File: config.mk
export PLATFORM = sky130hd
export DESIGN_NAME = sysid_info_regs
export DESIGN_NICKNAME = d
export VERILOG_FILES = /design/src/rtl/sysid_info_regs.sv
export SDC_FILE = /design/constraint.sdc
export NUM_CORES = 1
export LEC_CHECK = 0
export BUFFER_PORTS_ARGS = -buffer_cell sky130_fd_sc_hd__buf_2
export CORE_ASPECT_RATIO = 1.75
export CORE_MARGIN = 2
export CORE_UTILIZATION = 40
export CTS_CLUSTER_DIAMETER = 40
export DETAILED_ROUTE_END_ITERATION = 12
export GPL_ROUTABILITY_DRIVEN = 1
export PLACE_DENSITY = 0.55
export SYNTH_ARGS = -nofsm -noshare
export SYNTH_HDL_FRONTEND = slang
export SYNTH_SLANG_ARGS = --single-unit
File: constraint.sdc
create_clock -name clock -period 6.5 [get_ports clock]
set_clock_uncertainty 0.1 [all_clocks]
set_input_delay 0 -clock clock [delete_from_list [all_inputs] [get_ports clock]]
set_output_delay 0 -clock clock [all_outputs]
set_load 0.02 [all_outputs]
File: src/rtl/sysid_info_regs.sv
// sysid_info_regs: system ID / build timestamp / prescaled 64-bit uptime /
// scratch register file on an Avalon-MM slave with fixed 1-cycle read latency.
module sysid_info_regs #(
  parameter logic [31:0] SYSID         = 32'h550B_D444,
  parameter logic [31:0] TIMESTAMP     = 32'd0,
  parameter logic [31:0] PRESCALE_INIT = 32'd0,
  parameter int          NUM_SCRATCH   = 2
) (
  input  logic        clock,
  input  logic        reset,
  input  logic [2:0]  address,
  input  logic        read,
  input  logic        write,
  input  logic [31:0] writedata,
  input  logic [3:0]  byteenable,
  output logic [31:0] readdata,
  output logic        readdatavalid
);

  localparam logic [2:0] A_ID      = 3'd0;
  localparam logic [2:0] A_TSTAMP  = 3'd1;
  localparam logic [2:0] A_UP_LO   = 3'd2;
  localparam logic [2:0] A_UP_HI   = 3'd3;
  localparam logic [2:0] A_PRESC   = 3'd4;
  localparam int         A_SCR0    = 5;

  logic [31:0]                  rdata_q, rdata_d;
  logic                         rvalid_q, rvalid_d;
  logic [63:0]                  uptime_q, uptime_d;
  logic [31:0]                  shadow_q, shadow_d;
  logic [31:0]                  pcnt_q, pcnt_d;
  logic [31:0]                  prescale_q, prescale_d;
  logic [NUM_SCRATCH-1:0][31:0] scratch_q, scratch_d;
  logic [31:0]                  rd_mux;
  logic [31:0]                  be_mask;

  // Expand byteenable into a per-bit write mask
  always_comb begin
    be_mask = '0;
    for (int b = 0; b < 4; b++) begin
      be_mask[8*b +: 8] = {8{byteenable[b]}};
    end
  end

  // Read mux over the pre-edge register state (same-address RMW returns old value)
  always_comb begin
    rd_mux = '0;
    case (address)
      A_ID:     rd_mux = SYSID;
      A_TSTAMP: rd_mux = TIMESTAMP;
      A_UP_LO:  rd_mux = uptime_q[31:0];
      A_UP_HI:  rd_mux = shadow_q;
      A_PRESC:  rd_mux = prescale_q;
      default: begin
        for (int i = 0; i < NUM_SCRATCH; i++) begin
          if (address == 3'(A_SCR0 + i)) rd_mux = scratch_q[i];
        end
      end
    endcase
  end

  // Next-state: read pipeline, snapshot, prescaled uptime, RW registers
  always_comb begin
    rdata_d    = rdata_q;
    rvalid_d   = read;
    uptime_d   = uptime_q;
    shadow_d   = shadow_q;
    pcnt_d     = pcnt_q;
    prescale_d = prescale_q;
    scratch_d  = scratch_q;

    if (read) rdata_d = rd_mux;
    // Shadow takes the pre-increment high word so LO/HI stay coherent
    if (read && address == A_UP_LO) shadow_d = uptime_q[63:32];

    if (pcnt_q == prescale_q) begin
      pcnt_d   = '0;
      uptime_d = uptime_q + 64'd1;
    end else begin
      pcnt_d   = pcnt_q + 32'd1;
    end

    if (write) begin
      if (address == A_PRESC) begin
        prescale_d = (prescale_q & ~be_mask) | (writedata & be_mask);
        // Restart the period on any PRESCALE write, even with byteenable 0
        pcnt_d     = '0;
      end
      for (int i = 0; i < NUM_SCRATCH; i++) begin
        if (address == 3'(A_SCR0 + i))
          scratch_d[i] = (scratch_q[i] & ~be_mask) | (writedata & be_mask);
      end
    end
  end

  // State registers; reset edge overrides every update including a pending read
  always_ff @(posedge clock) begin
    if (reset) begin
      rdata_q    <= '0;
      rvalid_q   <= 1'b0;
      uptime_q   <= '0;
      shadow_q   <= '0;
      pcnt_q     <= '0;
      prescale_q <= PRESCALE_INIT;
      scratch_q  <= '0;
    end else begin
      rdata_q    <= rdata_d;
      rvalid_q   <= rvalid_d;
      uptime_q   <= uptime_d;
      shadow_q   <= shadow_d;
      pcnt_q     <= pcnt_d;
      prescale_q <= prescale_d;
      scratch_q  <= scratch_d;
    end
  end

  assign readdata      = rdata_q;
  assign readdatavalid = rvalid_q;

endmodule

### After elaboration in Yosys (flattened, before gate mapping)

Index checks and enable logic that the tools add are counted.

| storage, ports and cells | value |
|---|---|
| register bits | 257 |
| input bits | 43 |
| output and inout bits | 33 |
| word-level logic and storage cells | 36 |

| cells by class | value |
|---|---|
| add/sub/neg operators | 2 |
| equality and inequality tests | 7 |
| muxes and demuxes | 6 |
| bitwise operators | 8 |
| reductions and logical operators | 5 |

Operators with widths:

| operator | count |
|---|---|
| $mux W32 | 5 |
| $pmux W32 S5 | 1 |
| $and A32 B32 Y32 | 4 |
| $or A32 B32 Y32 | 3 |
| $add A64 B1 Y64 const B | 1 |
| $add A32 B1 Y32 const B | 1 |
| $eq A32 B32 Y1 | 1 |
| $not A32 Y32 | 1 |
| $eq A3 B3 Y1 const B | 3 |
| $eq A3 B2 Y1 const B | 2 |
| $reduce_and A2 Y1 | 3 |
| $eq A3 B1 Y1 const B | 1 |
| $logic_not A3 Y1 | 1 |
| $logic_and A1 B1 Y1 | 1 |

### Depth between registers and ports, before layout

Gate-level depths: netlist (run 1).

| depth | value |
|---|---|
| word-level depth | 4 |
| depth in mapped cells | 10 |
| mapped depth without buffers | 7 |

### Least setup slack after synthesis (run 1)

No wires, ideal clock.

| path | value |
|---|---|
| path kind | register -> register |
| from | register pcnt_q[2] |
| to | register uptime_q[45] |
| library setup time | 70 ps |
| arrival time | 2181 ps |
| required time | 6330 ps |
| path slack | 4149 ps |
| cell stages (with the launch flop) | 7 |
| buffers on the path | 0 |
| period minus slack after synthesis | 2351 ps |
| cell sequence | dfxtp_1 xnor2_1 nand4_1 or4_4 nor4_4 or4b_1 a21oi_1 |

| on the way | value |
|---|---|
| cells in the longest elaborated chain, start to end | 1 |

Ends and longest elaborated chain:

| element | line | text |
|---|---|---|
| from (decl) | 31 | `logic [31:0] pcnt_q, pcnt_d;` |
| from (signal assigned) | 111 | `pcnt_q <= pcnt_d;` |
| $eq A32 B32 Y1 | 76 | `if (pcnt_q == prescale_q) begin` |
| to (signal assigned) | 109 | `uptime_q <= uptime_d;` |
| to (decl) | 29 | `logic [63:0] uptime_q, uptime_d;` |

Every way passes these cells.
A chain may end at the register's enable or synchronous reset.

==> results of run 1 <==
synthesized netlist by cell type, drive strengths merged (24+ instances only):
master,number
dfxtp,257
a21oi,229
nand2,216
nand3,136
nor2,97
clkbuf,96
xnor2,38
xor2,35
nand4,29
mux2i,28
nand2b,27
or3,27
a221oi,24
o21ai,24
report_power, final:
| group | switching (mW) | leakage [nW] | internal [mW] |
|---|---|---|---|
| sequential | 0.0234 | 2.08 | 1.60 |
| combinational | 0.225 | 2.22 | 0.108 |
| clock | 0.743 | 0.551 | 1.19 |
cell usage in the layout (no fill, tap or decap), types with 14 or more instances in the layout:
cell type      count
dfxtp_1          257
a21oi_1          229
nand2_1          216
nand3_1          134
nor2_1            97
buf_2             74
dlygate4sd3_1     50
xnor2_1           37
xor2_1            35
clkbuf_16         34
nand4_1           28
mux2i_1           28
or3_1             27
nand2b_1          27
o21ai_0           24
a221oi_1          24
o22ai_1           20
and3_1            19
o21bai_1          19
buf_4             16
and4_1            14
o31ai_1           14
layer usage:
layer / vias to the layer above / routed length [µm] / GRT usage (%)
met2: 328 / 19000 / 41.5
li1: 5451 / - / -
met3: 96 / 1940 / 3.62
met5: - / 0 / 0
met1: 5371 / 16300 / 31.0
met4: 0 / 1810 / 12.5
worst max-delay path: stages (launching register included):
cell and delay, ns:
dfxtp_1 0.34, xor2_1 0.22, nor4_1 0.74, and4bb_1 0.57, and2_1 0.38, or3_1 0.96
nor2_1 0.14
worst max path at each step:
| stage | from | to | slack [ns] |
|---|---|---|---|
| 3_5_place_dp | register | pcnt_q[27]$_SDFF_PP0_ | 2.86 |
| 6_report | register | pcnt_q[31]$_SDFF_PP0_ | 2.87 |
| 3_3_place_gp | pcnt_q[7]$_SDFF_PP0_ | pcnt_q[27]$_SDFF_PP0_ | 2.99 |
| 4_1_cts | register | pcnt_q[31]$_SDFF_PP0_ | 2.83 |
| 5_1_grt | register | pcnt_q[31]$_SDFF_PP0_ | 2.59 |
| 2_1_floorplan | pcnt_q[2]$_SDFF_PP0_ | uptime_q[45]$_SDFFE_PP0P_ | 4.15 |
cells by family (layout without fill, tap and decap cells):
family | after synthesis | after routing | share of synthesized area, %
AO/OA/AOI/OAI | 378 | 378 | 18.8
buffers and inverters | 122 | 211 | 3.96
adder cells (fa/ha/maj) | 2 | 2 | 0.210
XOR/XNOR | 73 | 73 | 5.42
flip-flops | 257 | 257 | 43.1
multiplexers | 31 | 31 | 2.63
AND/OR/NAND/NOR | 628 | 628 | 25.9
metrics by stage:
stage	power (mW)	std cells	hold slack [ns]	utilization [%]	cell area, µm²
finish	3.89	1962	0.0835	48.2	14200
global route	4.02	1962	0.113	48.2	14200
CTS	3.93	1962	0.0729	48.2	14200
detailed placement	1.97	1856	0.189	42.6	12500
global placement	1.97	1856	0.182	42.6	12500
floorplan	1.86	1491	0.0475	-	11900
layout make-up:
class,count,area [µm²]
Fill cell,2836,15200
Multi-Input combinational cell,1112,6340
Sequential cell,257,5140
Timing Repair Buffer,141,1000
Clock buffer,37,882
Tap cell,382,478
Clock inverter,19,268
Inverter,14,52.6
timing repair:
action | in CTS | in global routing
resized for setup | 0 | 0
hold buffers | 50 | 0
hold endpoints to repair | 156 | 0
==> reports/qor.yml, run 1 <==
status: "finished, final reports clean"
yosysTopAreaCellShare_pct: 43.1
setup_tns_ns: 0
routed_via_density: 5.73
gp_congestion: 0.831
synth-edff-count: 0
dpl.hpwl_um: 27000
dieArea_um2: 31300
drive_gt1_share_pct: 10.3
ir_worst_vdd_mv: 0.183
maxCapViolCount: 0
power.density_nw_per_um2: 275
setup_viol: 0
clock.fmax_ghz: 0.276
synth-seq-cells: 257
worst_pin_slew_ns: 1.19
rows: 83
cp-end-kind: "register"
critPathMaxFanout: 32
antenna_left: 0
grt-ovfl-total: 0
clock_sinks: 257
hold_class: "in -> reg"
relSlewSlack_pct: 20.5
first_pass_iters: 5
seq_area_frac_synth_pct: 43.1
holdPathEnd: "readdatavalid$_SDFF_PP0_"
synthTopCellsByArea: "dfxtp_1, a21oi_1, nand2_1"
wire_per_inst_um: 19.9
clockRootBuffer: "clkbuf_16"
area_growth_pct: 18.7
insertion_delay_ns: 0.53
power_leakage_nw: 4.85
critPathLaunchType: "register"
die_y_um: 233
synthFlopType: "dfxtp_1"
layout.nets: 1605
hold_violations: 0
postCtsSetupRepairBufs: 0
core-area_um2: 29400
num_antenna_cells: 0
cts.clk_slew.worst_paths_ns: 0.06
start_util_pct: 40.6
rrSetupSlack_ns: 2.87
min_path_cells: 3
synthesis.nets: 1536
htreeDepth: 2
rsz0062_at_grt: "false"
reg2regPathDepth: 6
drc_errors: 0
grt_pass1_vias: 10700
synth_area_um2: 11900
ys_types: 55
syn_avg_cell_area_um2: 8.00
min_from: "read"
synth_warnings: 0
first_iter_violations: 766
criticalPathCategory: "reg -> reg"
fin_crit_ns: 3.63
wl_um: 39100
pin_count: 76
cp_data_arrival_time_ns: 3.88
setup_ws_ns: 2.87
cts_buffer_depth: 3
port_buffers: 75
synthArstFlopShare_pct: 0
grt_max_degree: 88
numCtsBuffers: 34
crit_required_ns: 6.75
reg2reg_to: "pcnt_q[31]$_SDFF_PP0_"
grt_pass1_wl_um: 61300
post-place-ws_ns: 2.86
die_w_um: 135
min_period_over_period_pct: 55.8
grt_usage_pct: 24.9
cts_tree: "built"
synth_area_leader_cell: "dfxtp_1"
antenna_found_initial: 0
vias: 11200
maxSlewViolCount: 0
synthCells: 1491
Power figures use the tool's default switching activity.
==> inputs of run 2 (changes only) <==
--- a/config.mk
+++ b/config.mk
@@ -5,6 +5,7 @@
 export SDC_FILE = /design/constraint.sdc
 export NUM_CORES = 1
 export LEC_CHECK = 0
+export ABC_AREA = 1
 export BUFFER_PORTS_ARGS = -buffer_cell sky130_fd_sc_hd__buf_2
 export CORE_ASPECT_RATIO = 1.75
 export CORE_MARGIN = 2
==> constraint.sdc (replaced) <==
create_clock -name clock -period 3.4 [get_ports clock]
set_clock_uncertainty 0.1 [all_clocks]
set_input_delay 0 -clock clock [delete_from_list [all_inputs] [get_ports clock]]
set_output_delay 0 -clock clock [all_outputs]
set_load 0.02 [all_outputs]
==> run 2 against run 1 <==
Worst setup slack worse by 2.3 ns. Synthesized cell count is 37% higher. Synthesized area is 12% higher. Power is 99% higher. Sequential share of layout area is 3.4 points lower. Flip-flop and latch count stayed put. Final cell count is 30% higher. Critical path type is now in -> reg. Global-route usage is 4.9 points higher. Largest power group unchanged.
==> reports/qor.yml, run 2 <==
fin_cells: 2554
min_period_over_period_pct: 82.5
postCtsSetupRepairBufs: 0
antenna_found_initial: 0
final-seq-area_um2: 5140
crit_buf_inv: 4
r2r-start: "pcnt_q[0]$_SDFF_PP0_"
synthFlopType: "dfxtp_1"
ys_types: 35
seq_area_frac_synth_pct: 38.4
maxSlewViolCount: 0
relSlewSlack_pct: 34.2
port_buffers: 75
worst_pin_slew_ns: 0.985
insertion_delay_ns: 0.53
numCtsBuffers: 36
min_from: "byteenable[1]"
synth-seq-cells: 257
hold_violations: 0
clock.fmax_ghz: 0.356
critPathMaxStageDelay_ns: 0.61
grt_max_degree: 132
pin_count: 76
die_y_um: 246
synthesis.nets: 2087
reg2reg_to: "pcnt_q[22]$_SDFF_PP0_"
cts.clk_slew.worst_paths_ns: 0.06
yosys-top-cells-count: "nand2_1, nor2_1, dfxtp_1, inv_1, a21oi_1"
dp_cells: 2447
synthArstFlopShare_pct: 0
rows: 88
dieArea_um2: 35100
cts_tree: "built"
yosysTopAreaCellShare_pct: 38.4
setup_tns_ns: 0
n_fill_cell: 3516
power.density_nw_per_um2: 497
rsz0062_at_grt: "false"
multi_input_area_um2: 6960
syn_avg_cell_area_um2: 6.57
power_leakage_nw: 5.75
grt_usage_pct: 29.7
grt_pass1_vias: 13300
die_w_um: 142
ctsResizeCount: 0
yosys.cell_count.top_type: "nand2_1"
mostFrequentLayoutCells: "nand2_1, nor2_1, dfxtp_1"
critPathLaunchType: "input port"
hold_class: "in -> reg"
cp_common_cell: "dlygate4sd3_1"
area_growth_pct: 16.5
drc_errors: 0
path_delay_family: "buffers and inverters"
critPathMaxFanout: 7
grt_pass1_wl_um: 78300
ir_worst_vdd_mv: 0.394
slowest_stage: "dlygate4sd3_1"
setup_viol: 0
grt-ovfl-total: 0
criticalPathCategory: "in -> reg"
clockRootBuffer: "clkbuf_16"
synthTopCellsByArea: "dfxtp_1, nand2_1, a21oi_1"
cts_buffer_depth: 3
start_util_pct: 40.6
crit_required_ns: 3.77
gp_congestion: 1.08
final_common_cell: "nand2_1"
num_antenna_cells: 0
synthCells: 2042
finalPower_mw: 7.76
maxCapViolCount: 0
min_path_cells: 3
antenna_left: 0
hold_buffers: 44
cp-end-kind: "register"
dpl.hpwl_um: 39200
synth_warnings: 0
fin_crit_ns: 2.81
synth_area_leader_cell: "dfxtp_1"
first_pass_iters: 5
wire_per_inst_um: 20.5
crit_chain: "dlygate4sd3_1, buf_2, nor2_2, nand2_1, nor2_2, nand3_1, dlygate4sd3_1, a21oi_1, dlygate4sd3_1"
clock_sinks: 257
cp_data_arrival_time_ns: 3.18
layout.nets: 2169
routed_via_density: 5.39
wl_um: 52400
vias: 13800
synth_area_um2: 13400
first_iter_violations: 873
core-area_um2: 33000
status: "finished, final reports clean"
drive_gt1_share_pct: 9.40
htreeDepth: 2
reg2regPathDepth: 9
rrSetupSlack_ns: 1.03
synth-edff-count: 0
-- run 2: cell count changes after synthesis, moves of 20 or more --
cell / previous run / this run
o21ai_0: 24 / 191
nor2_1: 97 / 261
or3_1: 27 / 0
o221ai_1: 0 / 20
inv_1: 12 / 215
mux2i_1: 28 / 0
nand3_1: 134 / 68
clkbuf_1: 96 / 47
nand2_1: 216 / 500
a221oi_1: 24 / 2
buf_2: 6 / 26
nand2b_1: 27 / 0
-- run 2: power breakdown --
part / internal [mW] / switching, mW
clock: 2.25 / 1.54
sequential: 3.09 / 0.0517
combinational: 0.215 / 0.624
total: 5.55 / 2.21
-- run 2: kinds of logic (layout without fill, tap and decap cells) --
kind of cell,after synthesis,after routing,synth area share [%]
simple gates,952,952,29.9
xor+xnor,55,55,3.59
compound gates,458,458,18.1
fa+ha+maj,2,2,0.187
flops,257,257,38.4
buf+inv,318,425,9.88
-- run 2: metal layers --
metal	GRT usage (%)	share of wire [%]	up-vias	wire, µm
li1	-	-	6789	-
met1	32.3	38	6456	19800
met2	54.6	52	392	27000
met3	3.73	4.0	140	2110
met4	17.6	6.6	0	3440
met5	0	0	-	0
-- run 2: how the worst max path moves through the flow --
stage | start | endpoint | slack, ns | cells after the start
3_3_place_gp | pcnt_q[0]$_SDFF_PP0_ | pcnt_q[22]$_SDFF_PP0_ | 1.05 | 9
2_1_floorplan | pcnt_q[0]$_SDFF_PP0_ | pcnt_q[22]$_SDFF_PP0_ | 1.64 | 9
4_1_cts | address[0] | register | 0.73 | 9
3_5_place_dp | pcnt_q[0]$_SDFF_PP0_ | pcnt_q[22]$_SDFF_PP0_ | 1.04 | 9
5_1_grt | address[0] | register | 0.49 | 9
6_report | address[0] | register | 0.59 | 9
-- run 2: layout make-up --
class	instances	area share (%)
multi-input combinational	1467	44.6
tap	405	3.24
clock buffer	44	6.29
sequential	257	32.9
timing repair buffer	140	6.31
clock inverter	19	1.28
inverter	222	5.34
-- run 2: metrics by stage --
step / worst slack [ns] / cell area (µm²) / util, % / hold WS [ns]
2_1_floorplan: 1.64 / 13400 / - / 0.0349
3_3_place_gp: 1.05 / 14000 / 42.4 / 0.160
3_5_place_dp: 1.04 / 14000 / 42.4 / 0.173
4_1_cts: 0.734 / 15600 / 47.3 / 0.000906
5_1_grt: 0.492 / 15600 / 47.3 / 0.0780
6_report: 0.594 / 15600 / 47.3 / 0.00239
-- run 2: worst register-to-register path, cell delays in order, from the launching register on --
cell	delay [ns]
dfxtp_1	0.42
ha_1	0.21
nand3_1	0.12
nor2_1	0.34
nand2_1	0.15
nor2_1	0.26
nand2_1	0.19
nor3_1	0.23
xor2_1	0.17
nor2_1	0.05
